`config.mk`:
```
export PLATFORM = sky130hd
export DESIGN_NAME = apb_cmd_master_flat
export DESIGN_NICKNAME = d
export VERILOG_FILES = /design/src/rtl/apb_cmd_master_if.sv /design/src/rtl/apb_cmd_master.sv /design/src/flat_wrapper.sv
export SDC_FILE = /design/constraint.sdc
export NUM_CORES = 1
export LEC_CHECK = 0
export ABC_AREA = 1
export CORE_MARGIN = 3
export CORE_UTILIZATION = 44
export DETAILED_ROUTE_END_ITERATION = 16
export PLACE_DENSITY = 0.88
export SLEW_MARGIN = 25
export SYNTH_ARGS = -nofsm -noshare
export SYNTH_HDL_FRONTEND = slang
export SYNTH_SLANG_ARGS = --single-unit
```
`constraint.sdc`:
```
create_clock -name PCLK -period 7.32 [get_ports PCLK]
set_input_delay 1.464 -clock PCLK [delete_from_list [all_inputs] [get_ports PCLK]]
set_output_delay 1.464 -clock PCLK [all_outputs]
set_load 0.01 [all_outputs]
```
`src/rtl/apb_cmd_master_if.sv`:
```
// Command/response and APB signal bundle for apb_cmd_master.
// master modport is the requester side; slave modport is its peer.
interface apb_cmd_master_if #(
  parameter int ADDR_W = 32,
  parameter int DATA_W = 32
);
  logic              cmd_valid;
  logic              cmd_ready;
  logic              cmd_write;
  logic [ADDR_W-1:0] cmd_addr;
  logic [DATA_W-1:0] cmd_wdata;
  logic              rsp_valid;
  logic              rsp_err;
  logic [DATA_W-1:0] rsp_rdata;
  logic              PSEL;
  logic              PENABLE;
  logic              PWRITE;
  logic [ADDR_W-1:0] PADDR;
  logic [DATA_W-1:0] PWDATA;
  logic [DATA_W-1:0] PRDATA;

  modport master (
    input  cmd_valid,
    input  cmd_write,
    input  cmd_addr,
    input  cmd_wdata,
    input  PRDATA,
    output cmd_ready,
    output rsp_valid,
    output rsp_err,
    output rsp_rdata,
    output PSEL,
    output PENABLE,
    output PWRITE,
    output PADDR,
    output PWDATA
  );

  modport slave (
    output cmd_valid,
    output cmd_write,
    output cmd_addr,
    output cmd_wdata,
    output PRDATA,
    input  cmd_ready,
    input  rsp_valid,
    input  rsp_err,
    input  rsp_rdata,
    input  PSEL,
    input  PENABLE,
    input  PWRITE,
    input  PADDR,
    input  PWDATA
  );
endinterface

```
`src/rtl/apb_cmd_master.sv`:
```
// Single-outstanding APB requester: valid/ready command in,
// SETUP/ACCESS out, one-cycle response pulse back.
module apb_cmd_master #(
  parameter int ADDR_W = 32,
  parameter int DATA_W = 32
) (
  input logic           PCLK,
  input logic           PRESET,
  apb_cmd_master_if.master bus
);

  typedef enum logic [1:0] {
    IDLE,
    SETUP,
    ACCESS,
    RDCAP
  } state_t;

  state_t            state_q, state_d;
  logic              psel_q, psel_d;
  logic              pen_q, pen_d;
  logic              pwr_q, pwr_d;
  logic [ADDR_W-1:0] paddr_q, paddr_d;
  logic [DATA_W-1:0] pwdata_q, pwdata_d;
  logic              rv_q, rv_d;
  logic              re_q, re_d;
  logic [DATA_W-1:0] rdata_q, rdata_d;
  logic              misaligned;

  assign misaligned = |bus.cmd_addr[1:0];

  // APB address/data registers double as the command hold registers
  always_comb begin
    state_d  = state_q;
    psel_d   = 1'b0;
    pen_d    = 1'b0;
    pwr_d    = pwr_q;
    paddr_d  = paddr_q;
    pwdata_d = pwdata_q;
    rv_d     = 1'b0;
    re_d     = 1'b0;
    rdata_d  = rdata_q;
    unique case (state_q)
      IDLE: begin
        if (bus.cmd_valid) begin
          if (misaligned) begin
            rv_d = 1'b1;
            re_d = 1'b1;
          end else begin
            state_d  = SETUP;
            psel_d   = 1'b1;
            pwr_d    = bus.cmd_write;
            paddr_d  = bus.cmd_addr;
            pwdata_d = bus.cmd_wdata;
          end
        end
      end
      SETUP: begin
        state_d = ACCESS;
        psel_d  = 1'b1;
        pen_d   = 1'b1;
      end
      ACCESS: begin
        if (pwr_q) begin
          state_d = IDLE;
          rv_d    = 1'b1;
        end else begin
          state_d = RDCAP;
        end
      end
      RDCAP: begin
        // slave PRDATA is registered, valid only now
        state_d = IDLE;
        rv_d    = 1'b1;
        rdata_d = bus.PRDATA;
      end
      default: state_d = IDLE;
    endcase
  end

  always_ff @(posedge PCLK or posedge PRESET) begin
    if (PRESET) begin
      state_q  <= IDLE;
      psel_q   <= 1'b0;
      pen_q    <= 1'b0;
      pwr_q    <= 1'b0;
      paddr_q  <= '0;
      pwdata_q <= '0;
      rv_q     <= 1'b0;
      re_q     <= 1'b0;
      rdata_q  <= '0;
    end else begin
      state_q  <= state_d;
      psel_q   <= psel_d;
      pen_q    <= pen_d;
      pwr_q    <= pwr_d;
      paddr_q  <= paddr_d;
      pwdata_q <= pwdata_d;
      rv_q     <= rv_d;
      re_q     <= re_d;
      rdata_q  <= rdata_d;
    end
  end

  assign bus.cmd_ready = (state_q == IDLE) && !PRESET;
  assign bus.PSEL      = psel_q;
  assign bus.PENABLE   = pen_q;
  assign bus.PWRITE    = pwr_q;
  assign bus.PADDR     = paddr_q;
  assign bus.PWDATA    = pwdata_q;
  assign bus.rsp_valid = rv_q;
  assign bus.rsp_err   = re_q;
  assign bus.rsp_rdata = rdata_q;

endmodule

```
`src/flat_wrapper.sv`:
```
// flat-port wrapper written by rule: the top's interface ports become plain ports
module apb_cmd_master_flat 
#(
  parameter int ADDR_W = 32,
  parameter int DATA_W = 32
)
  (PCLK, PRESET, bus_cmd_valid, bus_cmd_write, bus_cmd_addr, bus_cmd_wdata, bus_PRDATA, bus_cmd_ready, bus_rsp_valid, bus_rsp_err, bus_rsp_rdata, bus_PSEL, bus_PENABLE, bus_PWRITE, bus_PADDR, bus_PWDATA);
  apb_cmd_master_if #(.ADDR_W(ADDR_W), .DATA_W(DATA_W)) bus_i ();
  input logic PCLK;
  input logic PRESET;
  input wire logic [$bits(bus_i.cmd_valid)-1:0] bus_cmd_valid;
  input wire logic [$bits(bus_i.cmd_write)-1:0] bus_cmd_write;
  input wire logic [$bits(bus_i.cmd_addr)-1:0] bus_cmd_addr;
  input wire logic [$bits(bus_i.cmd_wdata)-1:0] bus_cmd_wdata;
  input wire logic [$bits(bus_i.PRDATA)-1:0] bus_PRDATA;
  output wire logic [$bits(bus_i.cmd_ready)-1:0] bus_cmd_ready;
  output wire logic [$bits(bus_i.rsp_valid)-1:0] bus_rsp_valid;
  output wire logic [$bits(bus_i.rsp_err)-1:0] bus_rsp_err;
  output wire logic [$bits(bus_i.rsp_rdata)-1:0] bus_rsp_rdata;
  output wire logic [$bits(bus_i.PSEL)-1:0] bus_PSEL;
  output wire logic [$bits(bus_i.PENABLE)-1:0] bus_PENABLE;
  output wire logic [$bits(bus_i.PWRITE)-1:0] bus_PWRITE;
  output wire logic [$bits(bus_i.PADDR)-1:0] bus_PADDR;
  output wire logic [$bits(bus_i.PWDATA)-1:0] bus_PWDATA;
  assign bus_i.cmd_valid = bus_cmd_valid;
  assign bus_i.cmd_write = bus_cmd_write;
  assign bus_i.cmd_addr = bus_cmd_addr;
  assign bus_i.cmd_wdata = bus_cmd_wdata;
  assign bus_i.PRDATA = bus_PRDATA;
  assign bus_cmd_ready = bus_i.cmd_ready;
  assign bus_rsp_valid = bus_i.rsp_valid;
  assign bus_rsp_err = bus_i.rsp_err;
  assign bus_rsp_rdata = bus_i.rsp_rdata;
  assign bus_PSEL = bus_i.PSEL;
  assign bus_PENABLE = bus_i.PENABLE;
  assign bus_PWRITE = bus_i.PWRITE;
  assign bus_PADDR = bus_i.PADDR;
  assign bus_PWDATA = bus_i.PWDATA;
  apb_cmd_master #(.ADDR_W(ADDR_W), .DATA_W(DATA_W)) u_core (.PCLK(PCLK), .PRESET(PRESET), .bus(bus_i));
endmodule
```
==> metrics <==
I/O pin count between 200 and 250; Post-synth ARST share 100%; Min-Delay Path Depth 2; most common flop cell mapped by yosys dfrtp_1; layout cells sized above 1 under 10%; Crit path required time approximately 6 ns; Skew-Pair Late Insertion Delay between 0.3 and 0.4 ns; worst setup margin ~3.2 ns; pin count of the biggest net entering global routing 67; Post-synth EDFFs 0; R2R cell count 7; fin crit period 4.17 ns; reported max-cap violation count 0; Clock Pin Slew Worst Setup and Hold Paths 0.09 ns; Rows 34; Synth top area share between 60% and 70%; PortBufs about 200; remaining global-route overflow 0; CP endpoint kind output pin; placed cells around 730; Final Non-Filler Cells 739; setup TNS 0 ns; H-tree depth 3; top post-synthesis cells by count nand2_1, dfrtp_1, nand4_1, nand3_1, buf_2; CP max stage delay ~0.57 ns; antenna cells 0; Initial DRT Pass Iterations 4; final wirelength between 10 and 15 mm; count leader, synth nand2_1; Initial Util 46.4%; GRT Total Usage a little under a quarter; startpoint types input port; Final Hold Vio Count 0; FF-to-FF End u_core.bus.PWDATA[0]; RSZ-0062 raised after global routing false; headroom to the max-slew limit a little over a third; Worst Setup Slack post-DPL about 3.2 ns; CTS root buf clkbuf_8; first-pass GRT wire length ~19 mm; Synth area leaders dfrtp_1, nand2_1, nand4_1, nand3_1, buf_2; max-slew violations 0; # Post-CTS Setup Buffers 0; leading area contributor after synthesis dfrtp_1; CP arrival roughly 2.7 ns; CP Class in -> out; Detail Route Antenna Nets 0; worst hold path class reg -> reg; Max Fclk between 200 and 250 MHz; worst r2r src u_core.state_q[0]; mux contribution to synthesized area 0%; Slowest cell on crit path clkdlybuf4s50_1; pwr dens between 400 and 500 nW/um2; Synth Cell Area 4150 um2; status finished, final reports clean; Final nets ~730; die area roughly 11000 um2; Post-Syn Instances ~450; Synth Area in Compound Gates 0.483%; Worst Tran Pin Value slightly below 1 ns; Inserted Clock Buffers 9; CTS tree built; most frequent cell on the critical path clkdlybuf4s50_1; initial antenna violation count 0; final setup skew 0.0129 ns; Via Count just under 4000; Vias/cell approximately 5.3; mean post-synth cell area a little over 9 um2; synth unique cells 14; Mapped Nets between 500 and 600; count of final setup violators 0; sequential share of the synthesized area between 60 and 70%; peak supply drop 0.000217 V; crit-path cells clkdlybuf4s50_1 > nor3_1 > clkdlybuf4s50_1; largest family of logic cells by synthesized area simple AND/OR/NAND/NOR gates; number of global-route vias before repair around 4000; r2r setup slk ~4.6 ns; chip height between 100 and 150 um; die width ~100 um; hpwl dp ~8.6 mm; CTS max path bufs 2; Yosys warnings 0; DR DRC count 0; part of the cycle the worst path needs approximately 57%; gpl congestion 0.753; Initial DRC Count 164; #FFs+latches synth a little over 100; Post-Synth XOR/XNOR Area 0%; Post-Synth Adder-Cell Area 0%; hold-fix buffer count after cts 0; crit-path max FO 2; Synth Area in Simple Gates around 32%; Placeable Area between 8000 and 9000 um2; Hold EP u_core.bus.rsp_rdata[20]; synthesis-to-layout area growth 53.6%; P_leak ~3 nW; CTS Sinks between 100 and 150; WL/cell roughly 17 um; hold_sp u_core.bus.rsp_rdata[20]; cts repair resizes 0
-- where the power goes --
| part | switching, mW | internal [mW] | total (mW) | leakage, nW |
|---|---|---|---|---|
| combinational | 0.587 | 0.605 | 1.19 | 1.66 |
| sequential | 0.148 | 0.832 | 0.980 | 1.28 |
| clock | 0.183 | 0.208 | 0.391 | 0.108 |
| total | 0.918 | 1.65 | 2.56 | 3.04 |
-- stage by stage --
stage / hold slack (ns) / area, um2 / utilization [%] / power, mW
6_report: 0.476 / 6370 / 71.3 / 2.56
5_1_grt: 0.497 / 6370 / 71.3 / 2.74
4_1_cts: 0.478 / 6370 / 71.3 / 2.59
3_5_place_dp: 0.457 / 6150 / 68.8 / 2.19
3_3_place_gp: 0.448 / 6150 / 68.8 / 2.14
2_1_floorplan: 0.503 / 4150 / - / 1.49
-- state kept, by name (all words and copies together) (netlist names) --
name                  count
u_core.bus.PADDR         32
u_core.bus.rsp_valid      1
u_core.bus.rsp_err        1
u_core.bus.rsp_rdata     32
u_core.state_q            2
u_core.bus.PSEL           1
u_core.bus.PENABLE        1
u_core.bus.PWDATA        32
u_core.bus.PWRITE         1
-- worst max path at each step --
| stage | start | end | slack, ns | cells past startpoint |
|---|---|---|---|---|
| global route | PRESET | bus_cmd_ready | 3.03 | 3 |
| floorplan | PRESET | u_core.bus.PADDR[0] | 3.15 | 1 |
| detailed placement | PRESET | bus_cmd_ready | 3.15 | 3 |
| CTS | PRESET | bus_cmd_ready | 3.15 | 3 |
| finish | PRESET | bus_cmd_ready | 3.15 | 3 |
| global placement | PRESET | bus_cmd_ready | 3.16 | 3 |
-- layout make-up --
class	instances	area, um2
timing repair buffer	208	2060
fill	652	2570
multi-input combinational	302	1360
sequential	103	2580
clock inverter	3	67.6
clock buffer	11	151
tap	108	135
inverter	4	17.5
-- metal layers --
layer | vias to the layer above | part of all wire [%] | GRT usage (%)
met5 | - | 0 | 0
met4 | 0 | 2.4 | 9.06
met3 | 24 | 11 | 7.78
met2 | 192 | 48 | 37.9
met1 | 1868 | 39 | 28.0
li1 | 1836 | - | -
-- kinds of logic (layout without fill, tap and decap cells) --
| group | count (synthesis) | count (layout) |
|---|---|---|
| and+or+nand+nor | 298 | 298 |
| AOI/OAI and AO/OA | 4 | 4 |
| buffers and inverters | 43 | 226 |
| DFF | 103 | 103 |
-- placed cells by master (no fill, tap or decap), types with 2 or more instances in the layout --
cell type / Yosys / routed
o21ai_0: 4 / 4
inv_1: 4 / 3
nand4_1: 63 / 63
clkbuf_8: 0 / 11
nand2_1: 196 / 196
nor2_1: 3 / 3
clkdlybuf4s50_1: 0 / 200
buf_4: 4 / 7
bufinv_16: 0 / 2
dfrtp_1: 103 / 103
nor2_4: 0 / 2
nand3_1: 32 / 32
-- critical path: cells and delay by family --
family / cells / cell delay (ns)
and+or+nand+nor: 1 / 0.18
buffers and inverters: 2 / 1.06
Power figures use the tool's default switching activity.
